File: src/rtl/instr_mem_fetch.sv
// Synchronous-read instruction memory for the fetch stage: valid/ready fetch port
// with a one-entry registered response, program-load write port and fetch counter.
module instr_mem_fetch #(
   parameter int                    DATA_WIDTH = 32,
   parameter int                    ADDR_WIDTH = 8,
   parameter int                    DEPTH      = 16,
   parameter logic [DATA_WIDTH-1:0] NOP_WORD   = '0,
   parameter int                    CNT_WIDTH  = 16
) (
   input  logic                  clk,
   input  logic                  rst_n,
   input  logic                  req_valid,
   input  logic [ADDR_WIDTH-1:0] req_addr,
   output logic                  req_ready,
   output logic                  resp_valid,
   output logic [DATA_WIDTH-1:0] resp_data,
   output logic                  resp_err,
   input  logic                  resp_ready,
   input  logic                  load_en,
   input  logic [ADDR_WIDTH-1:0] load_addr,
   input  logic [DATA_WIDTH-1:0] load_data,
   output logic                  load_err,
   output logic [CNT_WIDTH-1:0]  fetch_count
);

   localparam int IDX_W = (DEPTH > 1) ? $clog2(DEPTH) : 1;
   // One extra bit so DEPTH == 2**ADDR_WIDTH still compares correctly.
   localparam logic [ADDR_WIDTH:0] DEPTH_W = (ADDR_WIDTH+1)'(DEPTH);

   logic [DATA_WIDTH-1:0] mem_q [DEPTH] = '{default: NOP_WORD};

   logic                  resp_valid_q, resp_valid_d;
   logic [DATA_WIDTH-1:0] resp_data_q, resp_data_d;
   logic                  resp_err_q, resp_err_d;
   logic                  load_err_q, load_err_d;
   logic [CNT_WIDTH-1:0]  fetch_count_q, fetch_count_d;

   logic             accept;
   logic             req_in_range;
   logic             load_in_range;
   logic [IDX_W-1:0] req_idx;
   logic [IDX_W-1:0] load_idx;

   assign req_in_range  = ({1'b0, req_addr} < DEPTH_W);
   assign load_in_range = ({1'b0, load_addr} < DEPTH_W);
   // Index bits are only used when the full address is in range, so no aliasing.
   assign req_idx       = req_addr[IDX_W-1:0];
   assign load_idx      = load_addr[IDX_W-1:0];

   assign req_ready = !resp_valid_q || resp_ready;
   assign accept    = req_valid && req_ready;

   always_comb begin
      resp_valid_d  = resp_valid_q;
      resp_data_d   = resp_data_q;
      resp_err_d    = resp_err_q;
      fetch_count_d = fetch_count_q;
      load_err_d    = load_en && !load_in_range;
      if (accept) begin
         resp_valid_d = 1'b1;
         resp_data_d  = req_in_range ? mem_q[req_idx] : NOP_WORD;
         resp_err_d   = !req_in_range;
         if (fetch_count_q != {CNT_WIDTH{1'b1}}) begin
            fetch_count_d = fetch_count_q + 1'b1;
         end
      end else if (resp_ready) begin
         resp_valid_d = 1'b0;
      end
   end

   always_ff @(posedge clk or negedge rst_n) begin
      if (!rst_n) begin
         resp_valid_q  <= 1'b0;
         resp_data_q   <= '0;
         resp_err_q    <= 1'b0;
         load_err_q    <= 1'b0;
         fetch_count_q <= '0;
      end else begin
         resp_valid_q  <= resp_valid_d;
         resp_data_q   <= resp_data_d;
         resp_err_q    <= resp_err_d;
         load_err_q    <= load_err_d;
         fetch_count_q <= fetch_count_d;
      end
   end

   // Array is not reset; the read above samples the old word on a same-address write.
   always_ff @(posedge clk) begin
      if (load_en && load_in_range) begin
         mem_q[load_idx] <= load_data;
      end
   end

   assign resp_valid  = resp_valid_q;
   assign resp_data   = resp_data_q;
   assign resp_err    = resp_err_q;
   assign load_err    = load_err_q;
   assign fetch_count = fetch_count_q;

endmodule

File: config.mk
export PLATFORM = sky130hd
export DESIGN_NAME = instr_mem_fetch
export DESIGN_NICKNAME = d
export VERILOG_FILES = /design/src/rtl/instr_mem_fetch.sv
export SDC_FILE = /design/constraint.sdc
export NUM_CORES = 1
export LEC_CHECK = 0
export CORE_ASPECT_RATIO = 1.4
export CORE_MARGIN = 8
export CORE_UTILIZATION = 50
export CTS_CLUSTER_SIZE = 24
export DETAILED_ROUTE_END_ITERATION = 8
export PLACE_DENSITY = 0.73
export SYNTH_ARGS = -nofsm -noshare
export SYNTH_HDL_FRONTEND = slang
export SYNTH_SLANG_ARGS = --single-unit
File: constraint.sdc
create_clock -name clk -period 3.2 [get_ports clk]
set_clock_uncertainty 0.2 [all_clocks]
set_input_delay 0.64 -clock clk [delete_from_list [all_inputs] [get_ports clk]]
set_output_delay 0.64 -clock clk [all_outputs]
set_load 0.005 [all_outputs]
==> results of run 1 <==
-- path summary, 6_finish.rpt --
| check | slack [ns] | cells after the start | endpoint |
|---|---|---|---|
| max | 0.51 | 3 | req_ready |
| min | 0.08 | 2 | resp_data[15] |
| max reg2reg | 1.07 | 7 | fetch_count[1] |
| min reg2reg | 0.30 | 1 | resp_err |
| max in group asynchronous | 2.18 | 2 | resp_data[1] |
| min in group clk | 0.30 | 1 | resp_err |
-- logic make-up (layout without fill, tap and decap cells) --
kind of cell | count (synthesis) | in the layout | share of synthesized area
buffers and inverters | 45 | 251 | 0.00942
AOI/OAI and AO/OA | 38 | 38 | 0.0168
muxes | 194 | 194 | 0.168
and+or+nand+nor | 102 | 102 | 0.0221
adders and majority gates | 1 | 1 | 0.000585
DFF | 563 | 563 | 0.779
xor gates and xnor gates | 12 | 12 | 0.00491
-- routing by layer --
metal  wire length, um  GRT usage  share of wire
met5                 0          0              0
met4               802     0.0423          0.018
met3              3680     0.0310          0.083
met2             20900      0.277           0.47
met1             18800      0.265           0.43
-- area by class of cell --
cell class	instances	area, um^2	share of cell area
flip-flops and latches	563	16700	0.653
clock inverters	34	224	0.00878
repair buffers	161	1950	0.0765
clock buffers	56	1310	0.0512
multi-input cells	347	4690	0.184
well taps	546	683	0.0268
-- stage by stage --
stage | std cells | power (W)
floorplan | 955 | 0.00872
global placement | 1617 | 0.00920
detailed placement | 1617 | 0.00922
CTS | 1707 | 0.0148
global route | 1707 | 0.0151
finish | 1707 | 0.0146
-- synthesized netlist by cell type (all sizes together), types with 5 or more instances --
cell,count
edfxtp,512
mux4,128
dfrtp,51
nor2,51
mux2,34
a221o,32
mux2i,32
clkbuf,24
buf,21
nand2,11
nor3,10
nand3,9
xor2,9
nand2b,5
-- sequential cells by signal, summed over array words and instances, names as in the netlist --
name,flops
fetch_count,16
load_err,1
mem_q,512
resp_data,32
resp_err,1
resp_valid,1
-- power by group --
group / internal (W) / leakage (nW) / switching, W
clock network: 0.00309 / 0.742 / 0.00250
logic: 0.000439 / 2.31 / 0.000435
registers: 0.00810 / 5.28 / 0.0000851
total: 0.0116 / 8.33 / 0.00302
==> run metrics, run 1 <==
die outline width 191 um; pin count of the biggest net entering global routing 70; setup TNS 0 ns; number of distinct library cells after synthesis 33; CP cell instances clkdlybuf4s50_1 > nand2b_1 > clkdlybuf4s50_1; setup ws final 0.508 ns; Worst setup SP type input port; Clock H-tree levels 2; slowest cell on the critical path sky130_fd_sc_hd__clkdlybuf4s50_1; Area contributors post-synth sky130_fd_sc_hd__edfxtp_1, sky130_fd_sc_hd__mux4_2, sky130_fd_sc_hd__dfrtp_1; number of buffers on the longest clock path 3; vias per inst 5.93; crit-path most repeated cell sky130_fd_sc_hd__clkdlybuf4s50_1; fraction of synthesis flops using an asynchronous set or reset pin 0.0906; net count after synthesis 1009; most used cells in the layout excluding fill and tap cells sky130_fd_sc_hd__edfxtp_1, sky130_fd_sc_hd__mux4_2, sky130_fd_sc_hd__clkdlybuf4s50_1; number of I/O pins 105; Overall Global Routing Usage 0.179; detailed-route via count 10100; fin util 0.604; number of fill cells in the layout 2800; sort of element at the end of the critical path output pin; Final ANT Viol Nets 0; signed area change from the synthesized netlist to the final layout 19.2%; die outline area 49700 um^2; share of post-route cells with drive strength above 1 0.272; clock tree root buffer cell sky130_fd_sc_hd__clkbuf_16; CTS hold repair buffers 0; final critical path time including I/O delays and setup 2.69 ns; fin area 25500 um^2; Worst Path Buf+Inv 2; number of design-rule violations left by the first detailed-router iteration 1028; average routed wire per standard cell 25.9 um; leading cell type in the layout, fill and taps excluded sky130_fd_sc_hd__edfxtp_1; number of antenna violations at the first check in global routing 0; Critical Path Source resp_ready; actual slew at the worst max-slew pin 0.843 ns; I/O Buffers 104; total clock buffers created by CTS 49; share of synthesized area occupied by flip-flops and latches 0.779; placement-stage worst setup slack 0.00256 ns; cell class contributing the biggest share of worst-path delay buffers and inverters; first-pass detailed-route iteration total 5; fmax 0.371 GHz; YS warnings 0; post-synth top area share 0.719; final setup fails 0; sum of overflow across all layers after global routing 0; total core area 42200 um^2; TritonCTS clock tree done; number of enable flip-flop cells after synthesis 512; final worst-path cycle share 0.841; count of inserted antenna diode cells 0; final max-slew violation count 0; total cell area at the placement stage 24000 um^2; predominant post-synthesis flop cell sky130_fd_sc_hd__edfxtp_1; Clock transition at path regs 0.06 ns; result of the run finished clean; Starting Density 0.507; total DRC errors in the routed layout 0; post-synth design cell area 21400 um^2; max-capacitance violation count 0; beginning of the worst register-to-register path fetch_count[0]; worst voltage drop across the vdd grid 448 uV; average instance area after synthesis 22.4 um^2; # nets final 1176; RSZ-0062 raised after global routing no; die span in y 261 um; required arrival time at the worst endpoint 2.36 ns; critical path class in2out; clk sinks 563; Worst-Skew Late Latency 0.56 ns; worst hold slack 0.0776 ns; CTS resizes 0; cell count after synthesis 955; global-route wire length before repair 66.7 mm; Slew headroom 0.438; CP max stage delay 0.55 ns; number of global-route vias before repair 10400; post-synth top area cell sky130_fd_sc_hd__edfxtp_1; Cell Pwr Density 574 nW/um^2; post-CTS setup buffers 0; GPL Wtd Cong 0.828; critical-path maximum fanout 6; static leakage 8.33 nW; placed wire-length estimate 28.3 mm; register bit total from synthesis 563; Hold Fails Final Rpt 0; arrival time at the worst endpoint 1.85 ns; Hold Crit Class in2async; site row count 89; Total Wirelength 44.2 mm
Power figures use the tool's default switching activity.
==> run 2: changes to the inputs <==
==> constraint.sdc (replaced) <==
create_clock -name clk -period 2.8 [get_ports clk]
set_clock_uncertainty 0.2 [all_clocks]
set_input_delay 0.56 -clock clk [delete_from_list [all_inputs] [get_ports clk]]
set_output_delay 0.56 -clock clk [all_outputs]
set_load 0.005 [all_outputs]
==> run metrics, run 2 (synthesized netlist as in run 1, its figures left out) <==
result of the run finished clean (unchanged); clock tree root buffer cell sky130_fd_sc_hd__clkbuf_16 (unchanged); area used by multi-input combinational logic 4710 um^2 (was 4690 um^2); critical-path maximum fanout 6 (unchanged); I/O Buffers 104 (unchanged); total DRC errors in the routed layout 0 (unchanged); number of I/O pins 105 (unchanged); number of antenna violations at the first check in global routing 0 (unchanged); post-CTS setup buffers 0 (unchanged); Worst-Skew Late Latency 0.59 ns (was 0.56 ns); critical path class in2out (unchanged); pin count of the biggest net entering global routing 52 (was 70); Starting Density 0.507 (unchanged); CTS resizes 0 (unchanged); Final ANT Viol Nets 0 (unchanged); final setup fails 0 (unchanged); TritonCTS clock tree done (unchanged); most used cells in the layout excluding fill and tap cells sky130_fd_sc_hd__edfxtp_1, sky130_fd_sc_hd__mux4_2, sky130_fd_sc_hd__clkdlybuf4s50_1 (unchanged); count of inserted antenna diode cells 0 (unchanged); number of flip-flops under the largest register name 512 (unchanged); required arrival time at the worst endpoint 2.04 ns (was 2.36 ns); worst voltage drop across the vdd grid 545 uV (was 448 uV); share of post-route cells with drive strength above 1 0.278 (was 0.272); number of global-route vias before repair 11000 (was 10400); max-capacitance violation count 0 (unchanged); worst hold slack 0.293 ns (was 0.0776 ns); Clock transition at path regs 0.06 ns (about the same); RSZ-0062 raised after global routing no (unchanged); detailed-route via count 10200 (was 10100); Hold Fails Final Rpt 0 (unchanged); site row count 89 (unchanged); Cell Pwr Density 674 nW/um^2 (was 574 nW/um^2); vias per inst 5.93 (about the same); static leakage 8.46 nW (was 8.33 nW); die outline area 49700 um^2 (unchanged); total clock buffers created by CTS 50 (was 49); Hold Crit Class reg2reg (was in2async); GPL Wtd Cong 0.788 (was 0.828); hold path start resp_err; beginning of the worst register-to-register path fetch_count[0] (unchanged); die span in y 261 um (unchanged); Critical Path Source resp_ready (unchanged); sort of element at the end of the critical path output pin (unchanged); register with the most flip-flops mem_q (unchanged); first-pass detailed-route iteration total 5 (unchanged); clk sinks 563 (unchanged); # nets final 1182 (was 1176); fmax 0.395 GHz; number of fill cells in the layout 2801 (was 2800); number of buffers on the longest clock path 3 (unchanged); sum of overflow across all layers after global routing 0 (unchanged); final worst-path cycle share 0.903; CTS hold repair buffers 1 (was 0); Clock H-tree levels 2 (unchanged); leading cell type in the layout, fill and taps excluded sky130_fd_sc_hd__edfxtp_1 (unchanged); final critical path time including I/O delays and setup 2.53 ns; Slew headroom 0.488 (was 0.438); total cell area at the placement stage 24100 um^2 (was 24000 um^2); actual slew at the worst max-slew pin 0.765 ns (was 0.843 ns); arrival time at the worst endpoint 1.77 ns (was 1.85 ns); Total Wirelength 46.1 mm (was 44.2 mm); final max-slew violation count 0 (unchanged); average routed wire per standard cell 26.8 um (was 25.9 um); total core area 42200 um^2 (unchanged); die outline width 191 um (unchanged); number of design-rule violations left by the first detailed-router iteration 869 (was 1028); signed area change from the synthesized netlist to the final layout 20.5% (was 19.2%); Tot Pwr 0.0174 W (was 0.0146 W); Sequential cell area 16700 um^2 (unchanged); placed wire-length estimate 28.2 mm (was 28.3 mm); fin area 25800 um^2 (was 25500 um^2); Worst setup SP type input port (unchanged); Overall Global Routing Usage 0.188 (was 0.179); global-route wire length before repair 69.7 mm (was 66.7 mm)
## run 2: changes by cell type in the layout (fill, tap and decap cells not counted), sizes merged
| cell | previous run | this run |
|---|---|---|
| bufinv | 2 | 5 |
| inv | 2 | 5 |
| buf | 60 | 64 |
| dlygate4sd3 | 0 | 1 |
| clkinv | 24 | 12 |
| clkinvlp | 6 | 0 |
| clkbuf | 57 | 73 |
## run 2: per-layer routing
metal  GRT usage  vias to the layer above  share of wire
li1            -                     4346              -
met1       0.239                     5400           0.38
met2       0.332                      365           0.54
met3      0.0274                       61          0.056
met4      0.0529                        0          0.020
met5           0                        -              0
## run 2: path summary, 6_finish.rpt
path / to / slack, ns / depth (start not counted)
max: req_ready / 0.27 / 3
min: resp_err / 0.29 / 1
max reg2reg: fetch_count[1] / 0.67 / 7
min reg2reg: resp_err / 0.29 / 1
max in group asynchronous: load_err / 1.76 / 3
min in group asynchronous: resp_data[19] / 0.32 / 3
## run 2: where the power goes
part / internal, W / switching [W] / leakage (nW)
clock: 0.00399 / 0.00301 / 0.823
sequential: 0.00925 / 0.0000976 / 5.28
combinational: 0.000515 / 0.000499 / 2.35
total: 0.0138 / 0.00361 / 8.46
## run 2: final cells by class
type,instances,area share
Multi-Input combinational cell,347,0.183
Timing Repair Buffer,166,0.0787
Sequential cell,563,0.646
Clock buffer,72,0.0545
Tap cell,546,0.0265
Clock inverter,22,0.0110
## run 2: critical path: stages
cell,delay (ns)
sky130_fd_sc_hd__clkdlybuf4s50_1,0.45
sky130_fd_sc_hd__nand2b_1,0.21
sky130_fd_sc_hd__clkdlybuf4s50_1,0.55
## run 2: through the flow
step	worst slack [ns]	instances	utilization	setup TNS [ns]
floorplan	-0.129	955	-	-45.98
global placement	-0.176	1621	0.570	-36.69
detailed placement	-0.184	1621	0.570	-35.92
CTS	0.262	1716	0.610	0
global route	0.221	1716	0.610	0
finish	0.271	1716	0.610	0
==> run 3: changes to the inputs <==
--- a/config.mk
+++ b/config.mk
@@ -6,9 +6,9 @@
 export NUM_CORES = 1
 export LEC_CHECK = 0
 export CORE_ASPECT_RATIO = 1.4
-export CORE_MARGIN = 8
+export CORE_MARGIN = 4
 export CORE_UTILIZATION = 50
-export CTS_CLUSTER_SIZE = 24
+export CTS_CLUSTER_SIZE = 20
 export DETAILED_ROUTE_END_ITERATION = 8
 export PLACE_DENSITY = 0.73
 export SYNTH_ARGS = -nofsm -noshare
==> run metrics, run 3 (synthesized netlist as in run 1, its figures left out) <==
clk sinks 563 (unchanged); die outline width 183 um (was 191 um); clock tree root buffer cell sky130_fd_sc_hd__clkbuf_16 (unchanged); M1 WL 17.5 mm (was 17.7 mm); slowest cell on the critical path sky130_fd_sc_hd__clkdlybuf4s50_1 (unchanged); I/O Buffers 104 (unchanged); setup ws final 0.289 ns (was 0.271 ns); post-placement cell count 1625 (was 1621); count of inserted antenna diode cells 0 (unchanged); combinational power share 0.056 (was 0.058); number of design-rule violations left by the first detailed-router iteration 885 (was 869); final worst-path cycle share 0.897 (was 0.903); Worst setup SP type input port (unchanged); placed wire-length estimate 27.9 mm (was 28.2 mm); number of antenna violations at the first check in global routing 0 (unchanged); CP cell instances clkdlybuf4s50_1 > nand2b_1 > buf_4 > clkdlybuf4s50_1 (was clkdlybuf4s50_1 > nand2b_1 > clkdlybuf4s50_1); detailed-route via count 10300 (was 10200); GPL Wtd Cong 0.755 (was 0.788); Hold Fails Final Rpt 0 (unchanged); Starting Density 0.507 (unchanged); # nets final 1187 (was 1182); switching power share of the total 0.203 (was 0.208); arrival time at the worst endpoint 1.75 ns (was 1.77 ns); leading cell type in the layout, fill and taps excluded sky130_fd_sc_hd__edfxtp_1 (unchanged); Cell Pwr Density 686 nW/um^2 (was 674 nW/um^2); die span in y 253 um (was 261 um); detailed-routed wire length on met2 25.1 mm (was 24.9 mm); pin count of the biggest net entering global routing 49 (was 52); critical-path maximum fanout 5 (was 6); Final ANT Viol Nets 0 (unchanged); cell class contributing the biggest share of worst-path delay buffers and inverters (unchanged); Hold Crit Class in2async (was reg2reg); critical path class in2out (unchanged); number of fill cells in the layout 2771 (was 2801); final critical path time including I/O delays and setup 2.51 ns (was 2.53 ns); total DRC errors in the routed layout 0 (unchanged); number of buffers on the longest clock path 3 (unchanged); post-CTS setup buffers 0 (unchanged); TritonCTS clock tree done (unchanged); proportion of power drawn by flip-flops and latches 0.526 (was 0.539); Critical Path Source resp_ready (unchanged); max-capacitance violation count 0 (unchanged); internal power summed over all cells 0.0142 W (was 0.0138 W); Slew headroom 0.206 (was 0.488); final max-slew violation count 0 (unchanged); number of I/O pins 105 (unchanged); power spent charging and discharging nets 0.00360 W (was 0.00361 W); sum of overflow across all layers after global routing 0 (unchanged); RSZ-0062 raised after global routing no (unchanged); highest routed metal layer met4 (unchanged); static leakage 8.54 nW (was 8.46 nW); Clock H-tree levels 2 (unchanged); part of the power in the clock network 0.417 (was 0.403); Post-Layout Cell Count 1720 (was 1716); number of flip-flops under the largest register name 512 (unchanged); setup TNS 0 ns (unchanged); Worst-Skew Late Latency 0.58 ns (was 0.59 ns); result of the run finished clean (unchanged); fmax 0.398 GHz (was 0.395 GHz); final setup fails 0 (unchanged); die outline area 46200 um^2 (was 49700 um^2); Overall Global Routing Usage 0.203 (was 0.188); total core area 42200 um^2 (unchanged); global-route wire length before repair 70.2 mm (was 69.7 mm); worst voltage drop across the vdd grid 561 uV (was 545 uV); length of routed met3 wiring 2.46 mm (was 2.57 mm); most used cells in the layout excluding fill and tap cells sky130_fd_sc_hd__edfxtp_1, sky130_fd_sc_hd__mux4_2, sky130_fd_sc_hd__clkdlybuf4s50_1 (unchanged); site row count 89 (unchanged); first-pass detailed-route iteration total 5 (unchanged); number of global-route vias before repair 11000 (about the same); share of post-route cells with drive strength above 1 0.287 (was 0.278); total clock buffers created by CTS 51 (was 50); beginning of the worst register-to-register path resp_valid (was fetch_count[0]); vias per inst 5.99 (was 5.93); signed area change from the synthesized netlist to the final layout 21.1% (was 20.5%); register with the most flip-flops mem_q (unchanged); CP max stage delay 0.50 ns (was 0.55 ns); Worst Path Buf+Inv 3 (was 2); required arrival time at the worst endpoint 2.04 ns (about the same); placement-stage worst setup slack -0.212 ns (was -0.184 ns); actual slew at the worst max-slew pin 1.19 ns (was 0.765 ns); average routed wire per standard cell 27.0 um (was 26.8 um); sort of element at the end of the critical path output pin (unchanged); Clock transition at path regs 0.07 ns (was 0.06 ns); crit-path most repeated cell sky130_fd_sc_hd__clkdlybuf4s50_1 (unchanged); Total Wirelength 46.4 mm (was 46.1 mm)
[run 3: cell count changes in the layout (fill, tap and decap cells not counted), sizes merged]
cell      previous run  this run
buf                 64        68
bufinv               5         9
clkbuf              73        70
clkinv              12        11
clkinvlp             0         3
inv                  5         2
[run 3: worst paths after layout]
| check | end | slack (ns) | depth (start not counted) |
|---|---|---|---|
| worst min-delay path | fetch_count[2] | 0.28 | 2 |
| worst max-delay path | req_ready | 0.29 | 4 |
| min in group clk | fetch_count[13] | 0.30 | 1 |
| worst max register to register | resp_data[2] | 0.58 | 5 |
| max in group asynchronous | load_err | 1.48 | 3 |
| worst min register to register | fetch_count[13] | 0.30 | 1 |
[run 3: worst register-to-register path, stage by stage (launching register included)]
cell	delay [ns]
sky130_fd_sc_hd__dfrtp_1	0.37
sky130_fd_sc_hd__nand2b_1	0.09
sky130_fd_sc_hd__and2_1	0.15
sky130_fd_sc_hd__nand2_1	0.10
sky130_fd_sc_hd__nor2_4	0.90
sky130_fd_sc_hd__a221o_1	0.33
[run 3: per-stage QoR]
step           area [um^2]   util  power [W]  hold WS, ns
3_5_place_dp         24100  0.571     0.0105        0.288
5_1_grt              25900  0.614     0.0183        0.304
4_1_cts              25900  0.614     0.0179        0.277
6_report             25900  0.614     0.0178        0.282
2_1_floorplan        21500      -    0.00997       0.0644
3_3_place_gp         24100  0.571     0.0105        0.276
[run 3: power by group through the flow]
| stage | Combinational (W) | Sequential (W) | Clock [W] |
|---|---|---|---|
| finish | 0.00100 | 0.00935 | 0.00742 |
| CTS | 0.00102 | 0.00935 | 0.00754 |
| detailed placement | 0.00101 | 0.00953 | 0 |
| floorplan | 0.000461 | 0.00951 | 0 |
| global placement | 0.000986 | 0.00953 | 0 |
| global route | 0.00108 | 0.00936 | 0.00790 |
[run 3: what timing repair did]
action | CTS | global route
resized for setup | 0 | 0
hold buffers | 1 | 0
endpoints found under the hold margin | 15 | 0
[run 3: layout make-up]
class | count | area (um^2) | area share
multi-input combinational | 347 | 4710 | 0.182
clock inverter | 25 | 390 | 0.0151
timing repair buffer | 170 | 2060 | 0.0794
tap | 546 | 683 | 0.0264
sequential | 563 | 16700 | 0.643
clock buffer | 69 | 1420 | 0.0546
[run 3: metal layers]
metal | global-route usage | up-vias
met1 | 0.263 | 5506
met5 | 0 | -
met3 | 0.0312 | 83
met2 | 0.356 | 359
met4 | 0.0630 | 0
li1 | - | 4354
